==> src/rtl/uart_pkg.sv <==
// Shared types and constants for the asynchronous-serial transmit and receive paths.
package uart_pkg;
    typedef enum logic [1:0] {
        IDLE  = 2'd0,
        START = 2'd1,
        DATA  = 2'd2,
        STOP  = 2'd3
    } state_t;

    localparam int CLKS_PER_BIT_DEFAULT = 87;
    localparam int DATA_BITS_DEFAULT    = 8;

    localparam logic LINE_IDLE  = 1'b1;
    localparam logic LINE_START = 1'b0;
endpackage

==> src/rtl/uart_baud_gen.sv <==
// Reloadable bit-period down-counter; bit_done marks the last cycle of each bit period.
module uart_baud_gen #(
    parameter int CLKS_PER_BIT = 87
) (
    input  logic clk,
    input  logic rst_n,
    input  logic restart,
    input  logic en,
    output logic bit_done
);
    localparam int CNT_W = $clog2(CLKS_PER_BIT);
    localparam logic [CNT_W-1:0] RELOAD = CNT_W'(CLKS_PER_BIT - 1);

    logic [CNT_W-1:0] cnt_q;

    assign bit_done = en && (cnt_q == '0);

    always_ff @(posedge clk or negedge rst_n) begin
        if (!rst_n)            cnt_q <= '0;
        else if (restart)      cnt_q <= RELOAD;
        else if (en) begin
            if (cnt_q == '0)   cnt_q <= RELOAD;
            else               cnt_q <= cnt_q - 1'b1;
        end
    end
endmodule

==> src/rtl/uart_tx_serializer.sv <==
// Byte-to-serial transmitter: valid/ready in, registered glitch-free 8N1-style line out.
module uart_tx_serializer
    import uart_pkg::*;
#(
    parameter int CLKS_PER_BIT = CLKS_PER_BIT_DEFAULT,
    parameter int DATA_BITS    = DATA_BITS_DEFAULT,
    parameter int STOP_BITS    = 1
) (
    input  logic                 clk,
    input  logic                 rst_n,
    input  logic [DATA_BITS-1:0] tx_data,
    input  logic                 tx_valid,
    output logic                 tx_ready,
    output logic                 tx,
    output logic                 busy
);
    localparam logic [2:0] LAST_DATA = 3'(DATA_BITS - 1);
    localparam logic [2:0] LAST_STOP = 3'(STOP_BITS - 1);

    state_t                 state_q, state_d;
    logic [DATA_BITS-1:0]   shreg_q, shreg_d;
    logic [2:0]             bit_cnt_q, bit_cnt_d;
    logic                   tx_q, tx_d;
    logic                   hs;
    logic                   bit_done;

    assign tx_ready = (state_q == IDLE);
    assign busy     = ~tx_ready;
    assign hs       = tx_valid & tx_ready;
    assign tx       = tx_q;

    uart_baud_gen #(.CLKS_PER_BIT(CLKS_PER_BIT)) u_baud (
        .clk      (clk),
        .rst_n    (rst_n),
        .restart  (hs),
        .en       (state_q != IDLE),
        .bit_done (bit_done)
    );

    always_ff @(posedge clk or negedge rst_n) begin
        if (!rst_n) begin
            state_q   <= IDLE;
            shreg_q   <= '0;
            bit_cnt_q <= '0;
            tx_q      <= LINE_IDLE;
        end else begin
            state_q   <= state_d;
            shreg_q   <= shreg_d;
            bit_cnt_q <= bit_cnt_d;
            tx_q      <= tx_d;
        end
    end

    // tx_d is the level for the *next* bit period, so the pin flop changes
    // exactly on the bit boundary and never sees a decode glitch.
    always_comb begin
        state_d   = state_q;
        shreg_d   = shreg_q;
        bit_cnt_d = bit_cnt_q;
        tx_d      = tx_q;
        case (state_q)
            IDLE: begin
                tx_d = LINE_IDLE;
                if (hs) begin
                    shreg_d   = tx_data;
                    bit_cnt_d = '0;
                    tx_d      = LINE_START;
                    state_d   = START;
                end
            end
            START: begin
                if (bit_done) begin
                    tx_d    = shreg_q[0];
                    state_d = DATA;
                end
            end
            DATA: begin
                if (bit_done) begin
                    shreg_d = shreg_q >> 1;
                    if (bit_cnt_q == LAST_DATA) begin
                        bit_cnt_d = '0;
                        tx_d      = LINE_IDLE;
                        state_d   = STOP;
                    end else begin
                        bit_cnt_d = bit_cnt_q + 3'd1;
                        tx_d      = shreg_q[1];
                    end
                end
            end
            STOP: begin
                tx_d = LINE_IDLE;
                if (bit_done) begin
                    if (bit_cnt_q == LAST_STOP) state_d = IDLE;
                    else                        bit_cnt_d = bit_cnt_q + 3'd1;
                end
            end
            default: state_d = IDLE;
        endcase
    end
endmodule

==> config.mk <==
export PLATFORM = sky130hd
export DESIGN_NAME = uart_tx_serializer
export DESIGN_NICKNAME = d
export VERILOG_FILES = /design/src/rtl/uart_pkg.sv /design/src/rtl/uart_baud_gen.sv /design/src/rtl/uart_tx_serializer.sv
export SDC_FILE = /design/constraint.sdc
export NUM_CORES = 1
export LEC_CHECK = 0
export ABC_AREA = 1
export BUFFER_PORTS_ARGS = -buffer_cell sky130_fd_sc_hd__buf_4
export CAP_MARGIN = 5
export CORE_ASPECT_RATIO = 0.8
export CORE_MARGIN = 5
export CORE_UTILIZATION = 50
export CTS_CLUSTER_DIAMETER = 30
export DETAILED_ROUTE_END_ITERATION = 12
export PLACE_DENSITY = 0.77
export SYNTH_ARGS = -nofsm -noshare
export SYNTH_HDL_FRONTEND = slang
export SYNTH_HIERARCHICAL = 1
export SYNTH_SLANG_ARGS = --single-unit
==> constraint.sdc <==
create_clock -name clk -period 5.9 [get_ports clk]
set_clock_uncertainty 0.15 [all_clocks]
set_input_delay 1.18 -clock clk [delete_from_list [all_inputs] [get_ports clk]]
set_output_delay 1.18 -clock clk [all_outputs]
set_load 0.005 [all_outputs]
### After elaboration in Yosys (flattened, before gate mapping)

Cells that the tools add are included.

| storage, ports and cells | value |
|---|---|
| input bits | 11 |
| register bits after elaboration | 21 |

| operators by class | value |
|---|---|
| eq/ne operators | 11 |
| multiplexer cells | 24 |
| reduce and logical (&&, ||, !) cells | 12 |
| bitwise gates (word level) | 2 |
| $add $sub $neg | 2 |

Operators with widths:

| operator | number |
|---|---|
| 2-to-1 mux 7 bit | 3 |
| 2-to-1 mux 8 bit | 2 |
| case mux 8 bit (2 select lines) | 1 |
| 2-to-1 mux 3 bit | 5 |
| 2-to-1 mux 2 bit | 6 |
| != test 2 bit (second input constant) | 6 |
| case mux 3 bit (3 select lines) | 1 |
| case mux 2 bit (4 select lines) | 1 |
| zero test 7 bit | 1 |
| subtractor 7 x 1 -> 7 bit (second input constant) | 1 |
| AND reduction 6 bit | 1 |
| nonzero test 2 bit | 3 |
| AND reduction 5 bit | 1 |
| equality test 2 bit (second input constant) | 2 |
| 2-to-1 mux 1 bit | 4 |
| case mux 1 bit (4 select lines) | 1 |
| adder 3 x 1 -> 3 bit (second input constant) | 1 |
| equality test 3 bit (second input constant) | 1 |
| zero test 3 bit | 1 |
| AND reduction 3 bit | 1 |
| nonzero test 3 bit | 1 |
| equality test 2 x 1 -> 1 bit (second input constant) | 1 |
| zero test 2 bit | 1 |
| != test 2 x 1 -> 1 bit (second input constant) | 1 |
| 4 further kinds | 4 |

### Depth between registers and ports, before layout

| logic depth | value |
|---|---|
| depth in word-level cells | 4 |
| mapped depth | 12 |
| mapped depth without buffers | 12 |

### By module

Netlist, hierarchy kept.

Modules (own cells, without submodules):

| module | sequential area each (µm²) | area an instance (µm²) | cells an instance | instances |
|---|---|---|---|---|
| uart_tx_serializer | 351.6 | 935.9 | 116 | 1 |
| uart_baud_gen | 175.2 | 430.4 | 56 | 1 |

### Worst setup path before layout

No wires, ideal clock.

| path | value |
|---|---|
| kind | reg-to-output |
| start point | reg state_q[0] |
| end point | out busy |
| setup slack | 3.658 ns |
| cell stages (with the launch flop) | 4 |
| data required time | 4.570 ns |
| arrival | 0.912 ns |
| path buffers | 0 |
| path through | dfrtp_1 > inv_1 > ha_1 > inv_1 |

| on the way | value |
|---|---|
| word-level cells in the longest chain between the ends | 2 |

Ends and longest elaborated chain:

| what | line | source |
|---|---|---|
| from (decl) | uart_tx_serializer.sv:20 | `state_t state_q, state_d;` |
| from (signal assigned) | uart_tx_serializer.sv:47 | `state_q <= state_d;` |
| zero test 2 bit | uart_tx_serializer.sv:27 | `assign tx_ready = (state_q == IDLE);` |
| net tx_ready | uart_tx_serializer.sv:13 | `output logic tx_ready,` |
| NOT 1 bit | uart_tx_serializer.sv:28 | `assign busy = ~tx_ready;` |
| to (decl) | uart_tx_serializer.sv:15 | `output logic busy` |

The timed path passes the listed nets, and every way through them passes these cells.

### Worst setup path after layout

| path | value |
|---|---|
| start point | reg state_q[0] |
| end point | out busy |

| on the way | value |
|---|---|
| word-level cells in the longest chain between the ends | 2 |

Ends and longest elaborated chain:

| what | line |
|---|---|
| zero test 2 bit | uart_tx_serializer.sv:27 |
| NOT 1 bit | uart_tx_serializer.sv:28 |

Every way passes these cells.

==> out/results.txt <==
worst slew pin tran - 0.4057 ns
Post-Syn Instances - 172
Placer Congestion - 0.7823
Worst EP required - 4.57 ns
FFs w/ async S/R, synth - 1.000
Post-DP HPWL - 2.069 mm
Int Power - 0.0003785 W
switching share of power - 0.4760
Worst Setup Path Type - reg2out
Tot GR Track Use - 0.1572
clk sink count - 21
status - finished, final reports clean
# hold bufs at CTS - 0
Mapped Nets - 194
Die Y - 56.76 um
Ports - 14
Critical Path AT - 1.51 ns
Post-CTS Repair Setup Buffers - 0
global route total overflow - 0
Tcrit/Tclk final - 0.4811
final-stage net count - 209
Yosys reg bits - 21
IO buf count - 13
CP max stage delay - 0.44 ns
mapped cell area - 1366 sq um
Initial DRC Count - 44
top cells by count, synth - nand2_1, inv_1, dfrtp_1
die area - 3885 sq um
post-route setup slack - 3.061 ns
clk slew on worst S/H paths - 0.12 ns
Final setup viols - 0
Post-synth EDFFs - 0
drt wl/cell - 11.86 um
Max clock buf depth - 2
Layout Cells excl Fill - 224
dominant cell by count in the synthesized netlist - nand2_1
Crit path max-delay family - buffers and inverters
Leak Pwr - 0.7789 nW
Synth-to-Final Area Change - 10.16%
Slew Limit Fails - 0
fraction of layout cells with a size suffix above 1 - 0.2097
Residual DRC - 0
Critical Path Fanout Max - 7
max-cap viol count - 0
CTS tree - done
crit end category - output port
starting density of the core - 0.5098
combinational power share - 0.558
cell repeated most along the worst path - inv_1
later-pin clock latency in the skew report - 0.32 ns
fmax - 352.3 MHz
RSZ-0062 raised after global routing - no
Die X - 68.45 um
vias in the first global route - 1077
Antenna Violating Nets Remaining - 0
Synth top area share - 0.3663
vias per inst - 4.924
first-pass GRT wire length - 4.650 mm
worst path cell trace - inv_1, ha_1, inv_1, buf_4
total power - 0.0007224 W
Routed WL - 2.656 mm
setup tns final - 0 ns
Tmin final - 2.839 ns
library cells used by synthesis - 26
Slowest cell on crit path - dfrtp_1
vias - 1103
Hold Path Class - reg2reg
CP bufs+invs - 3
Post-DP Area - 1478 sq um
Final Hold Viols - 0
Power Density - 479.9 nW/um^2
FILL cells - 277
CTS Root Cell - clkbuf_4
Core Area - 2680 sq um
Primary FF master, synth - dfrtp_1
syn_area_per_cell - 7.944 sq um
Sw Pwr - 0.0003439 W
share of total power in sequential cells - 0.341
Synth area leaders - dfrtp_1, nand2_1, ha_1
post-cts gate resize count - 0
post-synth top area cell - dfrtp_1
Yosys warnings - 6
First-pass DRT Iterations - 4
Clk network pwr share - 0.101
Slew HR - 0.7295
Worst VDD drop - 0.2471 mV
total CTS buffers - 3
largest net degree at the start of global routing - 22
std cell rows - 17
placed cell count - 220
design area - 1505 sq um
initial antenna violation count - 0
ant diodes - 0
H-tree depth - 1
Startpoint Class - register
register area share after synthesis - 0.3855
pre-CTS setup slack - 3.422 ns
[flip-flops by register name, summed over array words and instances (netlist names)]
register      count
bit_cnt_q         3
shreg_q           8
tx                1
u_baud/cnt_q      7
state_q           2
[cells in the final DEF (no fill, tap or decap), types with 2 or more instances in the layout]
cell type,netlist,layout
dfrtp_1,20,20
nand4_1,2,2
nor2_2,5,5
nand2_2,3,3
clkbuf_4,0,3
inv_1,23,23
or2_0,4,4
o21ai_0,10,10
ha_1,11,11
nor2_4,2,2
nor2_1,7,7
o21ai_2,7,7
nand2_1,46,46
buf_4,0,13
nand3_1,13,13
a21oi_1,4,4
a21boi_0,2,2
[worst reg2reg max path, stage by stage, from the launching register on]
cell and delay, ns:
dfrtp_1 0.44, inv_1 0.11, ha_1 0.27, inv_1 0.21
nand3_2 0.13, nor2_4 0.15, inv_1 0.08, nand2_1 0.11
nand2_1 0.11, nor2_1 0.16, nand2_1 0.10, nand2_1 0.07
nand2_1 0.05
[worst paths after layout]
path / start / end / slack [ns] / depth (start not counted)
max: state_q[0] / busy / 3.06 / 4
min: tx / tx / 0.33 / 2
max reg2reg: state_q[0] / state_q[0] / 3.66 / 12
min reg2reg: tx / tx / 0.33 / 2
max in group asynchronous: rst_n / tx / 4.76 / 1
min in group asynchronous: rst_n / u_baud/cnt_q[0] / 0.57 / 1
[logic make-up after synthesis]
group                      after synthesis  synth area share
xor gates and xnor gates                 1          0.006411
and+or+nand+nor                         86            0.2940
adders and majority gates               11            0.1007
buffers and inverters                   27           0.09065
DFF                                     21            0.3855
AOI/OAI and AO/OA                       26            0.1227
[cell type report]
class                      instances  area [sq um]  area share
tap                               38         47.55     0.03159
sequential                        21         526.8      0.3500
inverter                          24         90.09     0.05985
clock inverter                     1         5.005    0.003325
clock buffer                       3         22.52     0.01496
timing repair buffer              13         97.59     0.06484
multi-input combinational        124         715.7      0.4755
[per-layer routing]
metal | wire length, um | track usage | up-vias
met1 | 1190 | 0.2002 | 509
met4 | 32 | 0.03966 | 0
met3 | 119 | 0.05400 | 6
met5 | 0 | 0 | -
li1 | - | - | 570
met2 | 1313 | 0.2503 | 18
[power by group through the flow]
stage                      Clock, W  Sequential, W  Combinational, W
after CTS                 0.0000756       0.000246          0.000406
after global placement            0       0.000245          0.000385
after global routing      0.0000834       0.000254          0.000462
final                     0.0000732       0.000246          0.000403
after floorplan                   0       0.000239          0.000333
after detailed placement          0       0.000248          0.000405
[metrics by stage]
step | hold slack [ns] | util
2_1_floorplan | 0.2867 | -
3_3_place_gp | 0.3057 | 0.5514
3_5_place_dp | 0.3129 | 0.5514
4_1_cts | 0.3337 | 0.5616
5_1_grt | 0.3605 | 0.5616
6_report | 0.3320 | 0.5616
Note: power is estimated with default switching activity, not from simulation.
